File: config.mk
export PLATFORM = sky130hd
export DESIGN_NAME = btn_reset_exit_ctrl_flat
export DESIGN_NICKNAME = d
export VERILOG_FILES = /design/src/rtl/btn_reset_exit_ctrl_if.sv /design/src/rtl/btn_reset_exit_ctrl.sv /design/src/flat_wrapper.sv
export SDC_FILE = /design/constraint.sdc
export NUM_CORES = 1
export LEC_CHECK = 0
export CAP_MARGIN = 40
export CORE_MARGIN = 1.5
export CORE_UTILIZATION = 55
export DETAILED_ROUTE_END_ITERATION = 12
export DONT_BUFFER_PORTS = 1
export PLACE_DENSITY_LB_ADDON = 0.25
export SETUP_SLACK_MARGIN = 0.15
export SYNTH_ARGS = -nofsm -noshare
export SYNTH_HDL_FRONTEND = slang
export SYNTH_SLANG_ARGS = --single-unit
File: constraint.sdc
create_clock -name clk_48mhz -period 4.8 [get_ports clk_48mhz]
set_clock_uncertainty 0.15 [all_clocks]
set_input_delay 0.96 -clock clk_48mhz [delete_from_list [all_inputs] [get_ports clk_48mhz]]
set_output_delay 0.96 -clock clk_48mhz [all_outputs]
set_load 0.01 [all_outputs]
File: src/rtl/btn_reset_exit_ctrl_if.sv
// Board-side signal bundle for btn_reset_exit_ctrl.
// The master drives the buttons, PLL lock and boot request; the slave is the controller.
interface btn_reset_exit_ctrl_if #(
   parameter int unsigned N_BTN = 7
);
   logic [N_BTN-1:0] btn_raw;
   logic             pll_locked;
   logic             boot_req;
   logic [N_BTN-1:0] btn_db;
   logic [N_BTN-1:0] btn_press;
   logic             sys_reset;
   logic             user_programn;
   logic             exit_pending;

   modport master (
      output btn_raw, pll_locked, boot_req,
      input  btn_db, btn_press, sys_reset, user_programn, exit_pending
   );

   modport slave (
      input  btn_raw, pll_locked, boot_req,
      output btn_db, btn_press, sys_reset, user_programn, exit_pending
   );
endinterface

File: src/rtl/btn_reset_exit_ctrl.sv
// Button debounce, prolonged system reset and bootloader-exit sequencing for bootloader tops.
// The exit sequence holds off a guard interval before pulsing user_programn low.
module btn_reset_exit_ctrl #(
   parameter int unsigned      N_BTN           = 7,
   parameter logic [N_BTN-1:0] BTN_ACTIVE_LOW  = N_BTN'(7'b0000001),
   parameter int unsigned      RST_BTN_IDX     = 1,
   parameter int unsigned      EXIT_BTN_IDX    = 0,
   parameter int unsigned      DEBOUNCE_CYCLES = 480000,
   parameter int unsigned      PROLONG_CYCLES  = 32768,
   parameter int unsigned      LONG_CYCLES     = 96000000,
   parameter int unsigned      GUARD_CYCLES    = 4800000,
   parameter int unsigned      PROGN_CYCLES    = 48
) (
   input logic                    clk_48mhz,
   input logic                    reset,
   btn_reset_exit_ctrl_if.slave   bus
);

   localparam int unsigned DB_W    = $clog2(DEBOUNCE_CYCLES + 1);
   localparam int unsigned PR_W    = $clog2(PROLONG_CYCLES + 1);
   localparam int unsigned LG_W    = $clog2(LONG_CYCLES + 1);
   localparam int unsigned SEQ_MAX = (GUARD_CYCLES > PROGN_CYCLES) ? GUARD_CYCLES : PROGN_CYCLES;
   localparam int unsigned SEQ_W   = $clog2(SEQ_MAX + 1);

   typedef enum logic [1:0] {
      S_IDLE  = 2'd0,
      S_GUARD = 2'd1,
      S_PULSE = 2'd2,
      S_DONE  = 2'd3
   } state_t;

   logic [N_BTN-1:0] sync1;
   logic [N_BTN-1:0] sync2;
   logic [N_BTN-1:0] db;
   logic [N_BTN-1:0] press;
   logic [PR_W-1:0]  pr_cnt;
   logic             sys_rst;
   logic [LG_W-1:0]  lg_cnt;
   logic             boot_prev;
   logic             cause;
   logic             long_fire;
   logic             boot_rise;
   logic             trigger;

   state_t           state;
   state_t           state_next;
   logic [SEQ_W-1:0] seq_cnt;
   logic [SEQ_W-1:0] seq_cnt_next;
   logic             progn;
   logic             progn_next;
   logic             pending;
   logic             pending_next;

   // Two-flop synchroniser on the polarity-corrected buttons; reset value is "released".
   always_ff @(posedge clk_48mhz) begin
      if (reset) begin
         sync1 <= '0;
         sync2 <= '0;
      end else begin
         sync1 <= bus.btn_raw ^ BTN_ACTIVE_LOW;
         sync2 <= sync1;
      end
   end

   // Per-button debounce: btn_db follows only after DEBOUNCE_CYCLES consecutive disagreeing samples.
   for (genvar g = 0; g < int'(N_BTN); g++) begin : g_db
      logic [DB_W-1:0] cnt;
      logic            db_bit;
      logic            press_bit;

      always_ff @(posedge clk_48mhz) begin
         if (reset) begin
            cnt       <= '0;
            db_bit    <= 1'b0;
            press_bit <= 1'b0;
         end else begin
            press_bit <= 1'b0;
            if (sync2[g] == db_bit) begin
               cnt <= '0;
            end else if (cnt == DB_W'(DEBOUNCE_CYCLES - 1)) begin
               cnt       <= '0;
               db_bit    <= sync2[g];
               press_bit <= sync2[g];
            end else begin
               cnt <= cnt + DB_W'(1);
            end
         end
      end

      assign db[g]    = db_bit;
      assign press[g] = press_bit;
   end

   // Prolonged reset; reset itself is one of the causes, so it also covers the synchronous reset.
   assign cause = reset | ~bus.pll_locked | db[RST_BTN_IDX];

   always_ff @(posedge clk_48mhz) begin
      if (cause) begin
         pr_cnt  <= '0;
         sys_rst <= 1'b1;
      end else if (pr_cnt != PR_W'(PROLONG_CYCLES)) begin
         pr_cnt  <= pr_cnt + PR_W'(1);
         sys_rst <= (pr_cnt + PR_W'(1)) != PR_W'(PROLONG_CYCLES);
      end
   end

   // Long-press hold counter saturates so long_fire strobes once per press.
   always_ff @(posedge clk_48mhz) begin
      if (reset) begin
         lg_cnt    <= '0;
         boot_prev <= 1'b1;
      end else begin
         boot_prev <= bus.boot_req;
         if (!db[EXIT_BTN_IDX]) begin
            lg_cnt <= '0;
         end else if (lg_cnt != LG_W'(LONG_CYCLES)) begin
            lg_cnt <= lg_cnt + LG_W'(1);
         end
      end
   end

   assign long_fire = db[EXIT_BTN_IDX] && (lg_cnt == LG_W'(LONG_CYCLES - 1));
   assign boot_rise = bus.boot_req & ~boot_prev;
   assign trigger   = long_fire | (boot_rise & ~sys_rst);

   // Exit sequencer state register.
   always_ff @(posedge clk_48mhz) begin
      if (reset) begin
         state   <= S_IDLE;
         seq_cnt <= '0;
         progn   <= 1'b1;
         pending <= 1'b0;
      end else begin
         state   <= state_next;
         seq_cnt <= seq_cnt_next;
         progn   <= progn_next;
         pending <= pending_next;
      end
   end

   // Guard may be aborted by sys_reset; the programn pulse, once started, always completes.
   always_comb begin
      state_next   = state;
      seq_cnt_next = seq_cnt;
      progn_next   = progn;
      pending_next = pending;
      case (state)
         S_IDLE: begin
            if (trigger) begin
               state_next   = S_GUARD;
               seq_cnt_next = '0;
               pending_next = 1'b1;
            end
         end
         S_GUARD: begin
            if (sys_rst) begin
               state_next   = S_IDLE;
               seq_cnt_next = '0;
               pending_next = 1'b0;
            end else if (seq_cnt == SEQ_W'(GUARD_CYCLES - 1)) begin
               state_next   = S_PULSE;
               seq_cnt_next = '0;
               progn_next   = 1'b0;
            end else begin
               seq_cnt_next = seq_cnt + SEQ_W'(1);
            end
         end
         S_PULSE: begin
            if (seq_cnt == SEQ_W'(PROGN_CYCLES - 1)) begin
               state_next   = S_DONE;
               seq_cnt_next = '0;
               progn_next   = 1'b1;
            end else begin
               seq_cnt_next = seq_cnt + SEQ_W'(1);
            end
         end
         S_DONE: begin
            state_next = S_DONE;
         end
         default: begin
            state_next = S_IDLE;
         end
      endcase
   end

   assign bus.btn_db        = db;
   assign bus.btn_press     = press;
   assign bus.sys_reset     = sys_rst;
   assign bus.user_programn = progn;
   assign bus.exit_pending  = pending;

endmodule

File: src/flat_wrapper.sv
// flat-port wrapper written by rule: the top's interface ports become plain ports
module btn_reset_exit_ctrl_flat 
#(
   parameter int unsigned      N_BTN           = 7,
   parameter logic [N_BTN-1:0] BTN_ACTIVE_LOW  = N_BTN'(7'b0000001),
   parameter int unsigned      RST_BTN_IDX     = 1,
   parameter int unsigned      EXIT_BTN_IDX    = 0,
   parameter int unsigned      DEBOUNCE_CYCLES = 480000,
   parameter int unsigned      PROLONG_CYCLES  = 32768,
   parameter int unsigned      LONG_CYCLES     = 96000000,
   parameter int unsigned      GUARD_CYCLES    = 4800000,
   parameter int unsigned      PROGN_CYCLES    = 48
)
  (clk_48mhz, reset, bus_btn_raw, bus_pll_locked, bus_boot_req, bus_btn_db, bus_btn_press, bus_sys_reset, bus_user_programn, bus_exit_pending);
  btn_reset_exit_ctrl_if #(.N_BTN(N_BTN)) bus_i ();
  input logic clk_48mhz;
  input logic reset;
  input wire logic [$bits(bus_i.btn_raw)-1:0] bus_btn_raw;
  input wire logic [$bits(bus_i.pll_locked)-1:0] bus_pll_locked;
  input wire logic [$bits(bus_i.boot_req)-1:0] bus_boot_req;
  output wire logic [$bits(bus_i.btn_db)-1:0] bus_btn_db;
  output wire logic [$bits(bus_i.btn_press)-1:0] bus_btn_press;
  output wire logic [$bits(bus_i.sys_reset)-1:0] bus_sys_reset;
  output wire logic [$bits(bus_i.user_programn)-1:0] bus_user_programn;
  output wire logic [$bits(bus_i.exit_pending)-1:0] bus_exit_pending;
  assign bus_i.btn_raw = bus_btn_raw;
  assign bus_i.pll_locked = bus_pll_locked;
  assign bus_i.boot_req = bus_boot_req;
  assign bus_btn_db = bus_i.btn_db;
  assign bus_btn_press = bus_i.btn_press;
  assign bus_sys_reset = bus_i.sys_reset;
  assign bus_user_programn = bus_i.user_programn;
  assign bus_exit_pending = bus_i.exit_pending;
  btn_reset_exit_ctrl #(.N_BTN(N_BTN), .BTN_ACTIVE_LOW(BTN_ACTIVE_LOW), .RST_BTN_IDX(RST_BTN_IDX), .EXIT_BTN_IDX(EXIT_BTN_IDX), .DEBOUNCE_CYCLES(DEBOUNCE_CYCLES), .PROLONG_CYCLES(PROLONG_CYCLES), .LONG_CYCLES(LONG_CYCLES), .GUARD_CYCLES(GUARD_CYCLES), .PROGN_CYCLES(PROGN_CYCLES)) u_core (.clk_48mhz(clk_48mhz), .reset(reset), .bus(bus_i));
endmodule
Word level (Yosys, flattened, before mapping)
Index checks and enable logic that the tools add are counted.

storage, ports and cells
  bits in registers = 233
  latch bits = 0
  memory bits (writable) = 0
  bits in read-only memories = 0
  input port bits = 11
  output and inout bits = 17
  logic and storage cells = 142
  memories kept = 0

cells by class
  add/sub/neg operators = 10
  multipliers = 0
  divide/modulo/power cells = 0
  $lt $le $gt $ge = 0
  eq/ne operators = 29
  shift-type cells = 0
  mux-type cells = 17
  bitwise logic cells = 24
  reduce and logical (&&, ||, !) cells = 31

operators with widths
  kind                                                    count
  adder 19 x 1 -> 19 bit (second input constant)          7
  equality test 19 bit (second input constant)            7
  two-way mux 23 bit                                      4
  case mux 23 bit (3 select lines)                        1
  OR reduction 3 bit                                      14
  inequality test 16 bit (second input constant)          2
  adder 27 x 1 -> 27 bit (second input constant)          1
  equality test 27 bit (second input constant)            1
  inequality test 27 bit (second input constant)          1
  adder 23 x 1 -> 23 bit (second input constant)          1
  equality test 23 bit (second input constant)            1
  equality test 23 x 6 -> 1 bit (second input constant)   1
  NOT 1 bit                                               19
  adder 16 x 1 -> 16 bit (second input constant)          1
  AND reduction 2 bit                                     8
  two-way mux 2 bit                                       4
  inequality test 2 x 1 -> 1 bit (second input constant)  4
  case mux 2 bit (4 select lines)                         1
  equality test 1 bit                                     7
  AND reduction 3 bit                                     2
  two-way mux 1 bit                                       5
  equality test 2 bit (second input constant)             2
  case mux 1 bit (2 select lines)                         2
  AND reduction 4 bit                                     1
  other kinds (10)                                        14

Logic depth before layout (Yosys ltp)
Gate-level depths: netlist of the first run.

  word-level depth = 6
  depth in mapped cells = 8
  mapped depth without buffers = 7

Worst setup path after synthesis of the first run
OpenSTA, ideal clock, no wires.

  path type = register -> register
  start point = reg u_core.lg_cnt[1]
  end point = reg u_core.seq_cnt[12]
  setup time = 121 ps
  data arrival time = 2152 ps
  required time = 4529 ps
  setup slack = 2377 ps
  cell stages (with the launch flop) = 9
  buffers on the path = 1
  period minus slack after synthesis = 2423 ps
  path through = dfxtp_1 ha_1 nand2_1 or4_4 o21a_1 buf_4 nor4_1 o21ai_0 mux2_2

on the way
  cells in the longest elaborated chain, start to end = 5

RTL lines
  element                                          line                        text
  start: declaration                               btn_reset_exit_ctrl.sv:38   logic [LG_W-1:0] lg_cnt;
  start signal: assignment                         btn_reset_exit_ctrl.sv:117  lg_cnt <= lg_cnt + LG_W'(1);
  equality test 27 bit                             btn_reset_exit_ctrl.sv:122  assign long_fire = db[EXIT_BTN_IDX] && (lg_cnt == LG_W'(LONG_CYCLES - 1));
  logical AND 1 bit                                btn_reset_exit_ctrl.sv:122
  OR 1 bit                                         btn_reset_exit_ctrl.sv:124  assign trigger = long_fire | (boot_rise & ~sys_rst);
  inequality test 2 x 1 -> 1 bit (no source line)  --
  AND reduction 2 bit (no source line)             --
  end signal: assignment                           btn_reset_exit_ctrl.sv:135  seq_cnt <= seq_cnt_next;
  end: declaration                                 btn_reset_exit_ctrl.sv:47   logic [SEQ_W-1:0] seq_cnt;

Every way passes these cells.
A chain may end at the register's enable or synchronous reset.

Worst setup path in the final report of the first run
  start point = reg u_core.lg_cnt[1]
  end point = reg u_core.seq_cnt[2]

The elaborated chain is that of the path after synthesis.

==> results of run 1 <==
==> metrics by stage <==
| step | area (µm²) | instances | setup WS, ps | utilization (%) |
|---|---|---|---|---|
| final | 11400 | 1453 | 1590 | 61.1 |
| after global routing | 11400 | 1453 | 1370 | 61.1 |
| after floorplan | 10500 | 1218 | 2380 | - |
| after detailed placement | 10500 | 1407 | 1650 | 56.4 |
| after CTS | 11400 | 1453 | 1610 | 61.1 |
| after global placement | 10500 | 1406 | 1670 | 56.4 |
==> cell families after synthesis <==
logic type	Yosys count
simple gates	631
flops	233
xor+xnor	162
compound gates	84
buf+inv	78
fa+ha+maj	20
mux	10
==> layout make-up <==
type	count	area [µm²]	area share (%)
tap	234	293	2.57
multi-input combinational	907	5430	47.6
sequential	233	4660	40.9
timing repair buffer	2	22.5	0.198
inverter	31	116	1.02
clock inverter	7	114	0.999
clock buffer	39	758	6.65
==> worst reg2reg max path, cell delays in order (launching register included) <==
cell     delay [ps]
dfxtp_1         400
ha_1            240
nand2_1          90
or4_4           560
o21a_1          370
o21ai_1         770
o21ai_0         240
a22o_1          280
==> worst paths after layout <==
kind | startpoint | to | slack, ps | cells after the start
hold / removal | u_core.sync1[0]$_SDFF_PP0_ | u_core.sync2[0]$_SDFF_PP0_ | 300 | 1
hold reg to reg | u_core.sync1[0]$_SDFF_PP0_ | u_core.sync2[0]$_SDFF_PP0_ | 300 | 1
setup reg to reg | u_core.lg_cnt[1]$_SDFFE_PP0P_ | u_core.seq_cnt[2]$_SDFFE_PP0P_ | 1590 | 7
setup / recovery | u_core.lg_cnt[1]$_SDFFE_PP0P_ | u_core.seq_cnt[2]$_SDFFE_PP0P_ | 1590 | 7
==> sequential cells by signal, summed over array words and instances (netlist names), 2 cells and up <==
register and flops:
u_core.lg_cnt 27, u_core.state 2, u_core.g_db.cnt 133, u_core.g_db.db_bit 7, u_core.sync2 7, u_core.pr_cnt 16
u_core.g_db.press_bit 7, u_core.sync1 7, u_core.seq_cnt 23
==> routing by layer <==
layer / track usage [%] / up-vias
li1: - / 4114
met1: 24.8 / 3657
met2: 33.1 / 100
met3: 3.94 / 34
met4: 5.43 / 0
met5: 0 / -
==> where the power goes <==
part           switching [mW]  internal, mW  total [mW]
Sequential            0.00785          1.94        1.95
Combinational          0.0292        0.0147      0.0439
Clock                   0.741          1.24        1.98
==> cells in the final DEF, fill, tap and decap left out, drive strengths merged, types with 17 or more instances in the layout <==
cell type  netlist  routed
a21oi           27      27
nor3            30      30
nand2           97      97
dfxtp          233     233
o21ai           24      24
nand3           94      94
xor2            83      83
clkbuf          26      39
nor2           229     229
xnor2           79      79
and3            29      29
inv             31      32
nor2b           17      17
nor4            24      24
nand4           35      35
ha              20      20
==> results.md, run 1 <==
- Outcome: complete, no violations
- Met1 Routed Length: 8.98 mm
- CTS tree: yes
- Die H: 141 µm
- Setup CP Type: reg -> reg
- 1st-iter DRT viols: 321
- Overall Global Routing Usage: 19.4%
- Slowest Stage Delay on Critical Path: 770 ps
- Syn nets: 1,249
- Routability Congestion: 0.896
- TritonCTS Buffers: 25
- Post-synth top area share: 44.6%
- Io pins: 28
- Number of port buffers: 0
- Maximum root-to-sink buffer count: 3
- FFs w/ async S/R, synth: 0%
- Largest family of logic cells by synthesized area: simple AND/OR/NAND/NOR gates
- Worst-path cell chain: ha_1 -> nand2_1 -> or4_4 -> o21a_1 -> o21ai_1 -> o21ai_0 -> a22o_1
- CP Buf/Inv Count: 0
- Total of max-cap violations: 0
- Die Wd: 141 µm
- Synth cell types: 61
- Post-route DRC: 0
- Xor/xnor share of the synthesized area: 13.6%
- Share of layout cells above drive strength 1: 4.68%
- Critical Path Fanout Max: 13
- Worst setup SP type: flop
- Leakage power: 3.71 nW
- Crit path capture type: flop
- Clk sinks: 233
- Register area share after synthesis: 44.6%
- Slew headroom: 39.6%
- Syn Area/Cell: 8.58 µm²
- Critical-path cell with the highest stage delay: o21ai_1
- CP delay by family, top: compound AO/OA/AOI/OAI gates
- H-Tree Depth: 1
- First-pass GRT wire length: 32.9 mm
- EDFF count, synth: 0
- Largest area contributor in the netlist: dfxtp_1
- Synth warn: 0
- Clock Pin Slew Worst Setup and Hold Paths: 60 ps
- Layout net count: 1,231
- Largest cells by area after synthesis: dfxtp_1, nor2_1, xor2_1, xnor2_1, nand3_1
- Congestion Overflow GR: 0
- Least-Margin Pin Slew: 900 ps
- Post-synthesis simple-gate area fraction: 29.8%
- Synthesis-stage register bit count: 233
- Initial antenna violation count: 0
- DP HPWL: 12.8 mm
- Critical path arrival: 3460 ps
- Top cells by count, synth: dfxtp_1, nor2_1, nand2_1
- Post-CTS Resized: 0
- Max-slew violations: 0
- Setup Fix Bufs, Post-CTS: 0
- Hold/Removal Path Class: reg -> reg
- FP Rows: 50
- Adder-Cell Fraction of Synth Area: 2.39%
- Die area: 0.0198 mm²
- Post-DR vias/cell: 5.44
- Pwr Density: 349 mW/mm²
- Core ar.: 0.0186 mm²
- Synth Flop Type: dfxtp_1
- Total wire length: 18.8 mm
- Met2 Wirelength: 8.62 mm
- Pin count of the biggest net entering global routing: 43
- Final cycle utilization of the critical path: 66.9%
- WL met3: 746 µm
- RSZ-0062 raised after global routing: no
- Timing-limited maximum frequency: 0.311 GHz
- Starting Density: 56.1%
- Post-Syn Instances: 1,218
- Routed vias: 7,905
- Peak supply drop: 222 µV
- Vias in the first global route: 7,358
- Filler cells: 1,635
- Fin crit period: 3210 ps
- Ant. Diodes: 0
- Compound-Gate Fraction of Synth Area: 5.17%
- Hold slack: 298 ps
- Mux cell area share after synthesis: 0.970%
- Final TNS setup: 0 ps
- Final hold violations: 0
- Mapped Area: 0.0105 mm²
- Routed Antenna Nets: 0
- Final setup vio count: 0
- Worst-Skew Late Latency: 520 ps
- # hold bufs at CTS: 0
- Uppermost routed layer: met4
- Clock root cell: clkbuf_16
- DRT Pass-1 Iters: 4
- Most common cell in the netlist: dfxtp_1
- Total chip power: 3.98 mW
- Area Growth Syn to Fin: 9.03%
- CP Data Required Time: 5050 ps
- Per-cell routed wire length: 12.9 µm
(Power assumes the default switching activity.)
==> run 2: changes to the inputs <==
Clock period 4.8 ns to 3.1 ns, I/O delays scaled along.
==> run 2 against run 1 <==
Compared with the run above:
- critical path depth did not move
- count of clock-buffer cells in the layout fell by 5
- via count fell by 0.16%
- critical path type unchanged
- critical endpoint is now u_core.seq_cnt[17]$_SDFFE_PP0P_
- hold slack got worse by 280 ps
- clock power rose by 45%
- total power rose by 50%
==> results.md, run 2 (synthesis gave the netlist of run 1 again) <==
- Final setup vio count: 0 (unchanged)
- Initial antenna violation count: 0 (unchanged)
- TritonCTS Buffers: 25 (unchanged)
- Outcome: complete, no violations
- Reg2reg path depth: 7 (unchanged)
- Overall Global Routing Usage: 19.5% (+0.13 points)
- Setup Fix Bufs, Post-CTS: 0 (unchanged)
- Die Wd: 141 µm (unchanged)
- Sequential fraction of design power: 50.6% (+1.5 points)
- Crit path capture: u_core.seq_cnt[17]$_SDFFE_PP0P_
- H-Tree Depth: 1 (unchanged)
- Area Growth Syn to Fin: 8.87%
- Worst setup SP type: flop
- Hold/Removal Path Class: in -> reg
- CP Data Required Time: 3390 ps (-1660 ps)
- Sw Ratio: 20.2% (+0.61 points)
- Max-slew violations: 0 (unchanged)
- Die H: 141 µm (unchanged)
- Die area: 0.0198 mm² (unchanged)
- Final cycle utilization of the critical path: 88.7% (+22 points)
- Leakage power: 3.71 nW (+0.13%)
- Slew headroom: 52.9% (+13 points)
- Io pins: 28 (unchanged)
- Final TNS setup: 0 ps (unchanged)
- Least-Margin Pin Slew: 707 ps (-194 ps)
- Worst-Skew Late Latency: 520 ps (about the same)
- Layout net count: 1,240 (+0.73%)
- R2r endpoint: u_core.seq_cnt[17]$_SDFFE_PP0P_
- 1st-iter DRT viols: 425 (+32%)
- Critical path arrival: 3040 ps (-420 ps)
- Largest register FFs: 133 (unchanged)
- Clock Power Share: 48.1% (-1.7 points)
- Clock Pin Slew Worst Setup and Hold Paths: 60 ps (about the same)
- Post-route DRC: 0 (unchanged)
- Biggest register: u_core.g_db.cnt
- Total wire length: 19.2 mm (+2.3%)
- Reg2Reg Launch Point: u_core.lg_cnt[1]$_SDFFE_PP0P_
- Core ar.: 0.0186 mm² (unchanged)
- Vias in the first global route: 7,320 (-0.52%)
- Congestion Overflow GR: 0 (unchanged)
- Fin crit period: 2750 ps (-461 ps)
- Per-cell routed wire length: 13.2 µm (+2.0%)
- Combinational group share of total power: 1.2% (about the same)
- Routed vias: 7,892 (-0.16%)
- Critical Path Fanout Max: 13 (unchanged)
- Total of max-cap violations: 0 (unchanged)
- Clock root cell: clkbuf_16
- Maximum root-to-sink buffer count: 3 (unchanged)
- Most frequent cells in the layout: dfxtp_1, nor2_1, nand2_1, nand3_1, xor2_1
- Worst setup path start: u_core.lg_cnt[1]$_SDFFE_PP0P_
- Starting Density: 56.1% (unchanged)
- First-pass GRT wire length: 33.1 mm (+0.48%)
- Post-CTS Resized: 0 (unchanged)
- Routability Congestion: 0.928 (+3.5%)
- # hold bufs at CTS: 0 (unchanged)
- FF-to-FF setup slack: 350 ps (-1240 ps)
- FP Rows: 50 (unchanged)
- Final WS setup: 349 ps (-1240 ps)
- Ant. Diodes: 0 (unchanged)
- Clk sinks: 233 (unchanged)
- Final hold violations: 0 (unchanged)
- RSZ-0062 raised after global routing: no
- Pin count of the biggest net entering global routing: 43 (unchanged)
- Setup CP Type: reg -> reg
- Pwr Density: 525 mW/mm² (+50%)
- Share of layout cells above drive strength 1: 5.07% (+0.39 points)
- Number of port buffers: 0 (unchanged)
- Internal power: 4.77 mW (+49%)
- Crit path capture type: flop
- Routed Antenna Nets: 0 (unchanged)
- DRT Pass-1 Iters: 5 (+1)
- Peak supply drop: 418 µV (+88%)
- Commonest non-fill, non-tap cell in the layout: dfxtp_1
- Timing-limited maximum frequency: 0.363 GHz (+17%)
- DP HPWL: 12.9 mm (+0.61%)
- Post-DR vias/cell: 5.42 (-0.44%)
- Pre-CTS WS: 383 ps (-1270 ps)
- NetSw: 1.20 mW (+55%)
- Top Registers: u_core.g_db.cnt: 133 flops, u_core.lg_cnt: 27 flops, u_core.seq_cnt: 23 flops
- CTS tree: yes
run 2: cell count changes in the layout (fill, tap and decap cells not counted), sizes merged:
cell    change
clkinv      +1
buf         +9
bufinv      -1
clkbuf      -5
run 2: per-stage QoR:
step	hold slack [ps]	power (mW)	cells	util (%)	cell area, µm²
after floorplan	264	3.14	1218	-	10500
after global placement	280	3.16	1415	56.7	10600
after detailed placement	282	3.16	1416	56.8	10600
after CTS	0.120	6.04	1457	61.0	11400
after global routing	4.12	6.18	1457	61.0	11400
final	21.8	5.97	1457	61.0	11400
run 2: layout make-up:
class	instances	area [µm²]
Fill cell	1665	7260
Clock inverter	7	88.8
Sequential cell	233	4660
Clock buffer	34	699
Multi-Input combinational cell	907	5430
Inverter	31	116
Tap cell	234	293
Timing Repair Buffer	11	90.1
run 2: critical path: stages, from the launching register on:
cell and delay, ps:
dfxtp_1 410, ha_1 250, nand2_1 100, or4_4 560, o21a_1 380, or4_1 520, a21o_1 200, a21oi_2 120
run 2: worst min path at each step:
stage,slack [ps],depth (start not counted),end,start
after floorplan,260,1,u_core.sync2[0]$_SDFF_PP0_,u_core.sync1[0]$_SDFF_PP0_
after global placement,280,1,u_core.sync2[3]$_SDFF_PP0_,u_core.sync1[3]$_SDFF_PP0_
after detailed placement,280,1,u_core.sync2[6]$_SDFF_PP0_,u_core.sync1[6]$_SDFF_PP0_
after CTS,0.1,1,u_core.sync2[0]$_SDFF_PP0_,reset
after global routing,4,1,u_core.sync1[0]$_SDFF_PP0_,bus_btn_raw[0]
final,20,1,u_core.sync2[0]$_SDFF_PP0_,reset
run 2: metal layers:
layer  GRT usage [%]  vias to the layer above  wire length (µm)
met5               0                        -                 0
met4            6.03                        0               478
met3            3.70                       34               710
met2            31.9                      110              8560
met1            26.2                     3621              9470
li1                -                     4127                 -
run 2: power by group through the flow:
stage / logic [mW] / clock network, mW / registers [mW]
after floorplan: 0.0606 / 0 / 3.08
after global placement: 0.0730 / 0 / 3.09
after detailed placement: 0.0738 / 0 / 3.09
after CTS: 0.0745 / 2.94 / 3.02
after global routing: 0.0833 / 3.07 / 3.02
final: 0.0739 / 2.87 / 3.02
==> run 3: changes to the inputs <==
Settings changed: GPL_TIMING_DRIVEN set to 0.
==> run 3 against run 2 <==
Compared with the run above:
- setup slack worse by 23 ps
- sequential share of layout area is 0.70 points lower
- wire length is 4.4% higher
- register-to-register slack worse by 20 ps
- sequential cell count stayed put
- cell count is 2.9% higher
- die area stayed put
- via count is 3.1% higher
- count of clock-buffer cells in the layout is 2 higher
- combinational power is 16% higher
- critical endpoint is now u_core.seq_cnt[9]$_SDFFE_PP0P_
- highest routed layer unchanged
==> results.md, run 3 (synthesis gave the netlist of run 1 again) <==
- CP delay by family, top: compound AO/OA/AOI/OAI gates
- Slew headroom: 46.1% (-6.8 points)
- Vias in the first global route: 7,650 (+4.5%)
- Die area: 0.0198 mm² (unchanged)
- DRT Pass-1 Iters: 5 (unchanged)
- Worst-path cell chain: ha_1 -> nand2_1 -> or4_4 -> o21a_1 -> o21ai_1 -> buf_2 -> o21ai_0 -> a22o_1
- Post-DR vias/cell: 5.43 (+0.19%)
- RSZ-0062 raised after global routing: no
- Worst setup SP type: flop
- Top Registers: u_core.g_db.cnt: 133 flops, u_core.lg_cnt: 27 flops, u_core.seq_cnt: 23 flops
- Slowest Stage Delay on Critical Path: 550 ps (about the same)
- Overall Global Routing Usage: 20.5% (+1.0 points)
- Largest register FFs: 133 (unchanged)
- Fin crit period: 2770 ps (+23.0 ps)
- CP Data Required Time: 3370 ps (-20 ps)
- Maximum root-to-sink buffer count: 3 (unchanged)
- Pre-CTS WS: 349 ps (-33.4 ps)
- Clk sinks: 233 (unchanged)
- Least-Margin Pin Slew: 808 ps (+101 ps)
- Area Growth Syn to Fin: 10.8%
- Clock Pin Slew Worst Setup and Hold Paths: 60 ps (about the same)
- Outcome: complete, no violations
- Final WS setup: 326 ps (-23.0 ps)
- Pwr Density: 521 mW/mm² (-0.77%)
- Die Wd: 141 µm (unchanged)
- Die H: 141 µm (unchanged)
- Worst-Skew Late Latency: 530 ps (about the same)
- Routed vias: 8,135 (+3.1%)
- Clock root cell: clkbuf_16
- Critical-path cell with the highest stage delay: or4_4
- Initial antenna violation count: 1 (+1)
- Hold/Removal Path Class: in -> reg
- Post-CTS Resized: 0 (unchanged)
- Io pins: 28 (unchanged)
- CP Buf/Inv Count: 1 (+1)
- Critical Path Fanout Max: 10 (-3)
- H-Tree Depth: 1 (unchanged)
- Timing-limited maximum frequency: 0.360 GHz (-0.83%)
- Max-slew violations: 0 (unchanged)
- CTS tree: yes
- Starting Density: 56.1% (unchanged)
- Final TNS setup: 0 ps (unchanged)
- Peak supply drop: 412 µV (-1.4%)
- Share of layout cells above drive strength 1: 5.86% (+0.79 points)
- Final hold violations: 0 (unchanged)
- Pin count of the biggest net entering global routing: 14 (-67%)
- Post-route DRC: 0 (unchanged)
- Core ar.: 0.0186 mm² (unchanged)
- Biggest register: u_core.g_db.cnt
- FP Rows: 50 (unchanged)
- Per-cell routed wire length: 13.4 µm (+1.4%)
- Hold slack: 54.0 ps (+32.2 ps)
- First-pass GRT wire length: 34.7 mm (+5.0%)
- Total chip power: 6.03 mW (+0.95%)
- TritonCTS Buffers: 25 (unchanged)
- DP HPWL: 13.7 mm (+6.8%)
- Number of port buffers: 0 (unchanged)
- Routed Antenna Nets: 0 (unchanged)
- Filler cells: 1,618 (-2.8%)
- Critical path arrival: 3040 ps (about the same)
- Final cycle utilization of the critical path: 89.5% (+0.74 points)
- Routability Congestion: 0.851 (-8.3%)
- Most frequent cells in the layout: dfxtp_1, nor2_1, nand2_1, nand3_1, xor2_1
- Total of max-cap violations: 0 (unchanged)
- Crit path capture type: flop
- Final setup vio count: 0 (unchanged)
- 1st-iter DRT viols: 366 (-14%)
- Setup CP Type: reg -> reg
- Commonest non-fill, non-tap cell in the layout: dfxtp_1
- Congestion Overflow GR: 0 (unchanged)
- Layout net count: 1,277 (+3.0%)
- Total wire length: 20.1 mm (+4.4%)
- Leakage power: 3.81 nW (+2.6%)
==> run 3: where the power goes <==
group | switching, mW | total (mW) | internal, mW
logic | 0.0585 | 0.0857 | 0.0273
registers | 0.0129 | 3.02 | 3.01
clock network | 1.18 | 2.92 | 1.73
==> run 3: path summary, 6_finish.rpt <==
path,startpoint,to,slack (ps),cells after the start
max,u_core.lg_cnt[1]$_SDFFE_PP0P_,u_core.seq_cnt[9]$_SDFFE_PP0P_,330,8
min,bus_boot_req,u_core.boot_prev$_SDFF_PP1_,50,1
max reg2reg,u_core.lg_cnt[1]$_SDFFE_PP0P_,u_core.seq_cnt[9]$_SDFFE_PP0P_,330,8
min reg2reg,u_core.sync1[2]$_SDFF_PP0_,u_core.sync2[2]$_SDFF_PP0_,290,1
==> run 3: layout make-up <==
cell class	instances	area (µm²)	share of cell area, %
flip-flops and latches	233	4660	40.3
inverters	31	116	1.01
clock inverters	8	80.1	0.692
diodes	2	5.00	0.0432
well taps	234	293	2.53
multi-input cells	907	5430	46.9
plain buffers	47	244	2.11
clock buffers	36	737	6.37
repair buffers	1	10.0	0.0865
==> run 3: through the flow <==
step / cells / util [%] / cell area, µm²
after floorplan: 1218 / - / 10500
after global placement: 1452 / 57.6 / 10700
after detailed placement: 1452 / 57.6 / 10700
after CTS: 1497 / 62.1 / 11600
after global routing: 1498 / 62.1 / 11600
final: 1499 / 62.1 / 11600
==> run 3: routing by layer <==
metal	wire [µm]	track usage, %
met3	778	3.67
met1	9690	26.8
met4	423	5.70
met5	0	0
met2	9160	35.1
==> run 3: timing repair <==
item                      in CTS  in global routing
hold buffers                   1                  0
hold endpoints to repair       1                  0
setup buffers                  0                  0
